File: config.mk
export PLATFORM = sky130hd
export DESIGN_NAME = rot_sequencer_flat
export DESIGN_NICKNAME = d
export VERILOG_FILES = /design/src/rtl/rot_sequencer_if.sv /design/src/rtl/rot_sequencer.sv /design/src/flat_wrapper.sv
export SDC_FILE = /design/constraint.sdc
export NUM_CORES = 1
export LEC_CHECK = 0
export ABC_AREA = 1
export BUFFER_PORTS_ARGS = -buffer_cell sky130_fd_sc_hd__buf_4
export CELL_PAD_IN_SITES_DETAIL_PLACEMENT = 2
export CELL_PAD_IN_SITES_GLOBAL_PLACEMENT = 2
export CORE_MARGIN = 2
export CORE_UTILIZATION = 25
export CTS_CLUSTER_SIZE = 24
export DETAILED_ROUTE_END_ITERATION = 10
export GPL_TIMING_DRIVEN = 0
export PLACE_DENSITY = 0.81
export SLEW_MARGIN = 20
export SYNTH_ARGS = -nofsm -noshare
export SYNTH_HDL_FRONTEND = slang
export SYNTH_SLANG_ARGS = --single-unit
File: constraint.sdc
create_clock -name clk -period 1.7 [get_ports clk]
set_clock_uncertainty 0.05 [all_clocks]
set_input_delay 0.085 -clock clk [delete_from_list [all_inputs] [get_ports clk]]
set_output_delay 0.085 -clock clk [all_outputs]
set_load 0.005 [all_outputs]
File: src/rtl/rot_sequencer_if.sv
// Handshake, operand and rotator-select bundle between a command source, the
// rotate sequencer and the external 4-bit combinational rotator.
interface rot_sequencer_if;
    logic       in_valid;
    logic       in_ready;
    logic [3:0] in_data;
    logic [1:0] in_op;
    logic [1:0] in_amt;
    logic [3:0] rot_I;
    logic       rot_x;
    logic       rot_y;
    logic [3:0] rot_b;
    logic       out_valid;
    logic       out_ready;
    logic [3:0] out_data;
    logic       busy;

    // Sequencer side
    modport slave (
        input  in_valid, in_data, in_op, in_amt, rot_b, out_ready,
        output in_ready, rot_I, rot_x, rot_y, out_valid, out_data, busy
    );

    // Command source / consumer / rotator side
    modport master (
        output in_valid, in_data, in_op, in_amt, rot_b, out_ready,
        input  in_ready, rot_I, rot_x, rot_y, out_valid, out_data, busy
    );
endinterface

File: src/rtl/rot_sequencer.sv
// Splits a rotate/bit-reverse command into single-cycle passes through the
// fixed-select 4-bit rotator and presents the final word on a valid/ready port.
module rot_sequencer (
    input  logic            clk,
    input  logic            rst_n,
    rot_sequencer_if.slave  bus
);
    typedef enum logic [2:0] {IDLE, REV, STEP2, STEP1, DONE} state_t;

    state_t     r_state, w_nxt;
    logic [3:0] r_acc;
    logic [1:0] r_eff, w_eff_new;
    logic       r_in_ready, r_out_valid, r_busy, r_rot_x, r_rot_y;
    logic       w_accept;

    assign w_accept = bus.in_valid & r_in_ready;

    // Right rotates become left rotates by (4 - amt) mod 4, which 2-bit negation gives.
    always_comb begin
        w_eff_new = 2'd0;
        case (bus.in_op)
            2'b00, 2'b11: w_eff_new = bus.in_amt;
            2'b01:        w_eff_new = 2'd0 - bus.in_amt;
            default:      w_eff_new = 2'd0;
        endcase
    end

    always_comb begin
        w_nxt = r_state;
        case (r_state)
            IDLE: if (w_accept) begin
                if (bus.in_op[1])      w_nxt = REV;
                else if (w_eff_new[1]) w_nxt = STEP2;
                else if (w_eff_new[0]) w_nxt = STEP1;
                else                   w_nxt = DONE;
            end
            REV: begin
                if (r_eff[1])      w_nxt = STEP2;
                else if (r_eff[0]) w_nxt = STEP1;
                else               w_nxt = DONE;
            end
            STEP2:   w_nxt = r_eff[0] ? STEP1 : DONE;
            STEP1:   w_nxt = DONE;
            DONE:    if (bus.out_ready) w_nxt = IDLE;
            default: w_nxt = IDLE;
        endcase
    end

    // Handshake and select outputs are registered from the next state so they
    // line up with the state they describe.
    always_ff @(posedge clk or negedge rst_n) begin
        if (!rst_n) begin
            r_state     <= IDLE;
            r_acc       <= 4'd0;
            r_eff       <= 2'd0;
            r_in_ready  <= 1'b1;
            r_out_valid <= 1'b0;
            r_busy      <= 1'b0;
            r_rot_x     <= 1'b0;
            r_rot_y     <= 1'b0;
        end else begin
            r_state     <= w_nxt;
            r_in_ready  <= (w_nxt == IDLE);
            r_out_valid <= (w_nxt == DONE);
            r_busy      <= (w_nxt != IDLE);
            r_rot_x     <= (w_nxt == REV) || (w_nxt == STEP2);
            r_rot_y     <= (w_nxt == REV) || (w_nxt == STEP1);
            case (r_state)
                IDLE: if (w_accept) begin
                    r_acc <= bus.in_data;
                    r_eff <= w_eff_new;
                end
                REV, STEP2, STEP1: r_acc <= bus.rot_b;
                default: ;
            endcase
        end
    end

    assign bus.in_ready  = r_in_ready;
    assign bus.out_valid = r_out_valid;
    assign bus.busy      = r_busy;
    assign bus.rot_x     = r_rot_x;
    assign bus.rot_y     = r_rot_y;
    assign bus.rot_I     = r_acc;
    assign bus.out_data  = r_acc;
endmodule

File: src/flat_wrapper.sv
// flat-port wrapper written by rule: the top's interface ports become plain ports
module rot_sequencer_flat 
  (clk, rst_n, bus_in_valid, bus_in_data, bus_in_op, bus_in_amt, bus_rot_b, bus_out_ready, bus_in_ready, bus_rot_I, bus_rot_x, bus_rot_y, bus_out_valid, bus_out_data, bus_busy);
  rot_sequencer_if bus_i ();
  input  logic clk;
  input  logic rst_n;
  input wire logic [$bits(bus_i.in_valid)-1:0] bus_in_valid;
  input wire logic [$bits(bus_i.in_data)-1:0] bus_in_data;
  input wire logic [$bits(bus_i.in_op)-1:0] bus_in_op;
  input wire logic [$bits(bus_i.in_amt)-1:0] bus_in_amt;
  input wire logic [$bits(bus_i.rot_b)-1:0] bus_rot_b;
  input wire logic [$bits(bus_i.out_ready)-1:0] bus_out_ready;
  output wire logic [$bits(bus_i.in_ready)-1:0] bus_in_ready;
  output wire logic [$bits(bus_i.rot_I)-1:0] bus_rot_I;
  output wire logic [$bits(bus_i.rot_x)-1:0] bus_rot_x;
  output wire logic [$bits(bus_i.rot_y)-1:0] bus_rot_y;
  output wire logic [$bits(bus_i.out_valid)-1:0] bus_out_valid;
  output wire logic [$bits(bus_i.out_data)-1:0] bus_out_data;
  output wire logic [$bits(bus_i.busy)-1:0] bus_busy;
  assign bus_i.in_valid = bus_in_valid;
  assign bus_i.in_data = bus_in_data;
  assign bus_i.in_op = bus_in_op;
  assign bus_i.in_amt = bus_in_amt;
  assign bus_i.rot_b = bus_rot_b;
  assign bus_i.out_ready = bus_out_ready;
  assign bus_in_ready = bus_i.in_ready;
  assign bus_rot_I = bus_i.rot_I;
  assign bus_rot_x = bus_i.rot_x;
  assign bus_rot_y = bus_i.rot_y;
  assign bus_out_valid = bus_i.out_valid;
  assign bus_out_data = bus_i.out_data;
  assign bus_busy = bus_i.busy;
  rot_sequencer u_core (.clk(clk), .rst_n(rst_n), .bus(bus_i));
endmodule
==> metrics.txt <==
area occupied by multi-input gates 354.1 sq um; clock root buffer clkbuf_4; post-synth top area share 40.12%; largest family of logic cells by synthesized area simple AND/OR/NAND/NOR gates; grt ovf 0; Final Cycle Share between 80% and 90%; total number of vias 800; Core Rows 20; pin slew with the least headroom to its limit 351.5 ps; Startpoint Class flop; Critical Path AT 1590 ps; Critical Path Stages 4; CTS buffer count 3; sequential area share after synthesis 43.36%; vias in the first global route approximately 870; crit path kind flop to flop; first-pass GRT wire length 3698 um; Post-Syn Instances 110; die width 60.95 um; CTS sink cnt 14; Clock Latency Late Sink slightly below 300 ps; Register-to-Register Path Depth 4; placer congestion estimate 0.6854; synth unique cells 20; Leakage Power 0.6351 nW; FF-to-FF End u_core.bus.out_data[1]; f_max roughly 680 MHz; Min Clock Period, post-route ~1500 ps; share of cells above drive strength 1 33.57%; DRC 0; Pwr per Cell Area around 1700 nW/um^2; syn_nets 128; Synth area leaders dfrtp_1, nand2_1, inv_1, nor2_1, o21ai_0; r2r startpoint u_core.r_state[1]; Chip Height just over 60 um; Max Fanout on Critical Path 9; Hold Crit Class input pin to flop; initial antenna violation count 0; area fraction in compound gates after synthesis 9.414%; Pins Over Slew Limit 0; clock tree buffer depth 2; GRT Overall Usage 13.60%; Synth Warn # 0; Via density around 4.3; pin count of the biggest net entering global routing 15; Setup crit end kind flop; post-cts repair resize count 0; worst path required time about 1800 ps; crit-path cells o21ai_2 -> nand2_1 -> nor2_1 -> a21oi_1; Critical Path Sink u_core.bus.out_data[1]; Worst-path clk slew 90 ps; Post-CTS Setup Bufs 0; flop2flop setup slack between 200 and 250 ps; most frequent cell after synthesis nand2_1; CTS tree yes; post-synthesis mux area share 0%; largest stage delay on the critical path 480 ps; number of synthesized register bits 14; Mapped Area 810.8 sq um; initial core utilization 26.34%; antenna-violating nets left 0; First DRT Iteration DRCs 12; register area 351.6 sq um; CP Buf/Inv Count 0; CP top delay family flip-flops; Core Area a little over 3000 sq um; Finish-stage setup viols 0; Layout fillers 377; hold_buf cts 1; hold slack ~44 ps; Nets 162; maxcap violations 0; Antenna Cells 0; RSZ-0062 raised after global routing no; ys async rst share 100.0%; H-tree levels 1; status finished, final reports clean; P&R area growth vs syn 38.43%; Synth Flop Type dfrtp_1; Simple-Gate Fraction of Synth Area 31.17%; Post-DP HPWL roughly 1900 um; final WL 2268 um; drt pass-1 iters 4; Peak VDD IR ~0.54 mV; Commonest cells post-synth nand2_1, inv_1, dfrtp_1, nor2_1, o21ai_0; syn avg cell area 7.371 sq um; die area around 3700 sq um; Slowest-stage cell, CP dfrtp_1; post-synthesis adder-cell area fraction 3.086%; Post-Route Setup TNS 0 ps; critical path launch point u_core.r_state[1]; Synth area leader dfrtp_1; Final Hold Viols 0; I/O pin total 29; Rel. slew slack 76.57%; Post-synth EDFFs 0; count of buffers from port buffering 28; drt wl/cell 12.13 um; xor/xnor share of the synthesized area 0%
-- worst min-delay path by stage --
stage | from | to | slack [ps] | cells past startpoint
after CTS | bus_rot_b[3] | u_core.bus.out_data[3] | 40 | 3
after global placement | rst_n | u_core.bus.out_data[0] | -100 | 1
after global routing | bus_rot_b[3] | u_core.bus.out_data[3] | 70 | 3
after floorplan | rst_n | u_core.bus.busy | -260 | 0
final | bus_rot_b[3] | u_core.bus.out_data[3] | 40 | 3
after detailed placement | rst_n | u_core.bus.out_data[0] | -100 | 1
-- final cells by class --
| cell class | count | area share (%) |
|---|---|---|
| Multi-Input combinational cell | 72 | 31.55 |
| Inverter | 20 | 6.689 |
| Buffer | 4 | 2.676 |
| Timing Repair Buffer | 29 | 19.62 |
| Tap cell | 44 | 4.905 |
| Sequential cell | 14 | 31.33 |
| Clock buffer | 4 | 3.233 |
-- tightest hold or removal path, stage by stage --
cell     delay (ps)
buf_4            70
o21ai_0          70
a21oi_1         110
-- layout by cell type, fill, tap and decap left out --
cell,Yosys,final
inv_2,3,3
nand3_1,3,3
inv_1,17,17
nand3_4,1,1
dfstp_2,1,1
nand3_2,1,1
nand2_2,1,1
o21ai_0,7,7
a21oi_1,4,4
nand2_1,31,31
nand3b_1,1,1
ha_1,2,2
o21ai_2,1,1
nand4_1,1,1
o211ai_1,1,1
buf_4,4,32
nor2_2,4,4
clkbuf_4,0,3
nor2_1,13,13
clkbuf_8,0,1
o21ai_1,1,1
dlygate4sd3_1,0,1
dfrtp_1,13,13
-- through the flow --
stage / utilization [%] / std cells / power [mW] / cell area [sq um] / worst slack (ps)
2_1_floorplan: - / 110 / 1.215 / 810.8 / 399.5
5_1_grt: 36.46 / 187 / 2.064 / 1122 / 50.75
3_3_place_gp: 34.96 / 182 / 1.583 / 1076 / 257.3
4_1_cts: 36.46 / 187 / 1.905 / 1122 / 183.8
3_5_place_dp: 34.96 / 182 / 1.642 / 1076 / 206.9
6_report: 36.46 / 187 / 1.861 / 1122 / 227.3
-- layer usage --
metal	vias to the layer above	part of all wire, %	wire length (um)	global-route usage [%]
li1	397	-	-	-
met1	376	43	983	15.12
met2	25	51	1160	25.35
met3	2	4.8	108	2.985
met4	0	0.71	16	4.658
met5	-	0	0	0
-- kinds of logic (layout without fill, tap and decap cells) --
group | count (synthesis) | count (layout)
buf+inv | 24 | 57
fa+ha+maj | 2 | 2
compound gates | 14 | 14
simple gates | 56 | 56
flops | 14 | 14
-- report_power, final --
group / switching (mW) / internal [mW] / total (mW)
Sequential: 0.117 / 0.499 / 0.616
Combinational: 0.535 / 0.457 / 0.993
Clock: 0.121 / 0.130 / 0.252
Total: 0.774 / 1.09 / 1.86
-- sequential cells by signal (all words and copies together), names as in the netlist --
| name | count |
|---|---|
| u_core.bus.busy | 1 |
| u_core.bus.out_valid | 1 |
| u_core.r_state | 3 |
| u_core.r_eff | 2 |
| u_core.bus.in_ready | 1 |
| u_core.bus.rot_x | 1 |
| u_core.bus.out_data | 4 |
| u_core.bus.rot_y | 1 |
No activity file was read; power rests on OpenSTA's default activity.
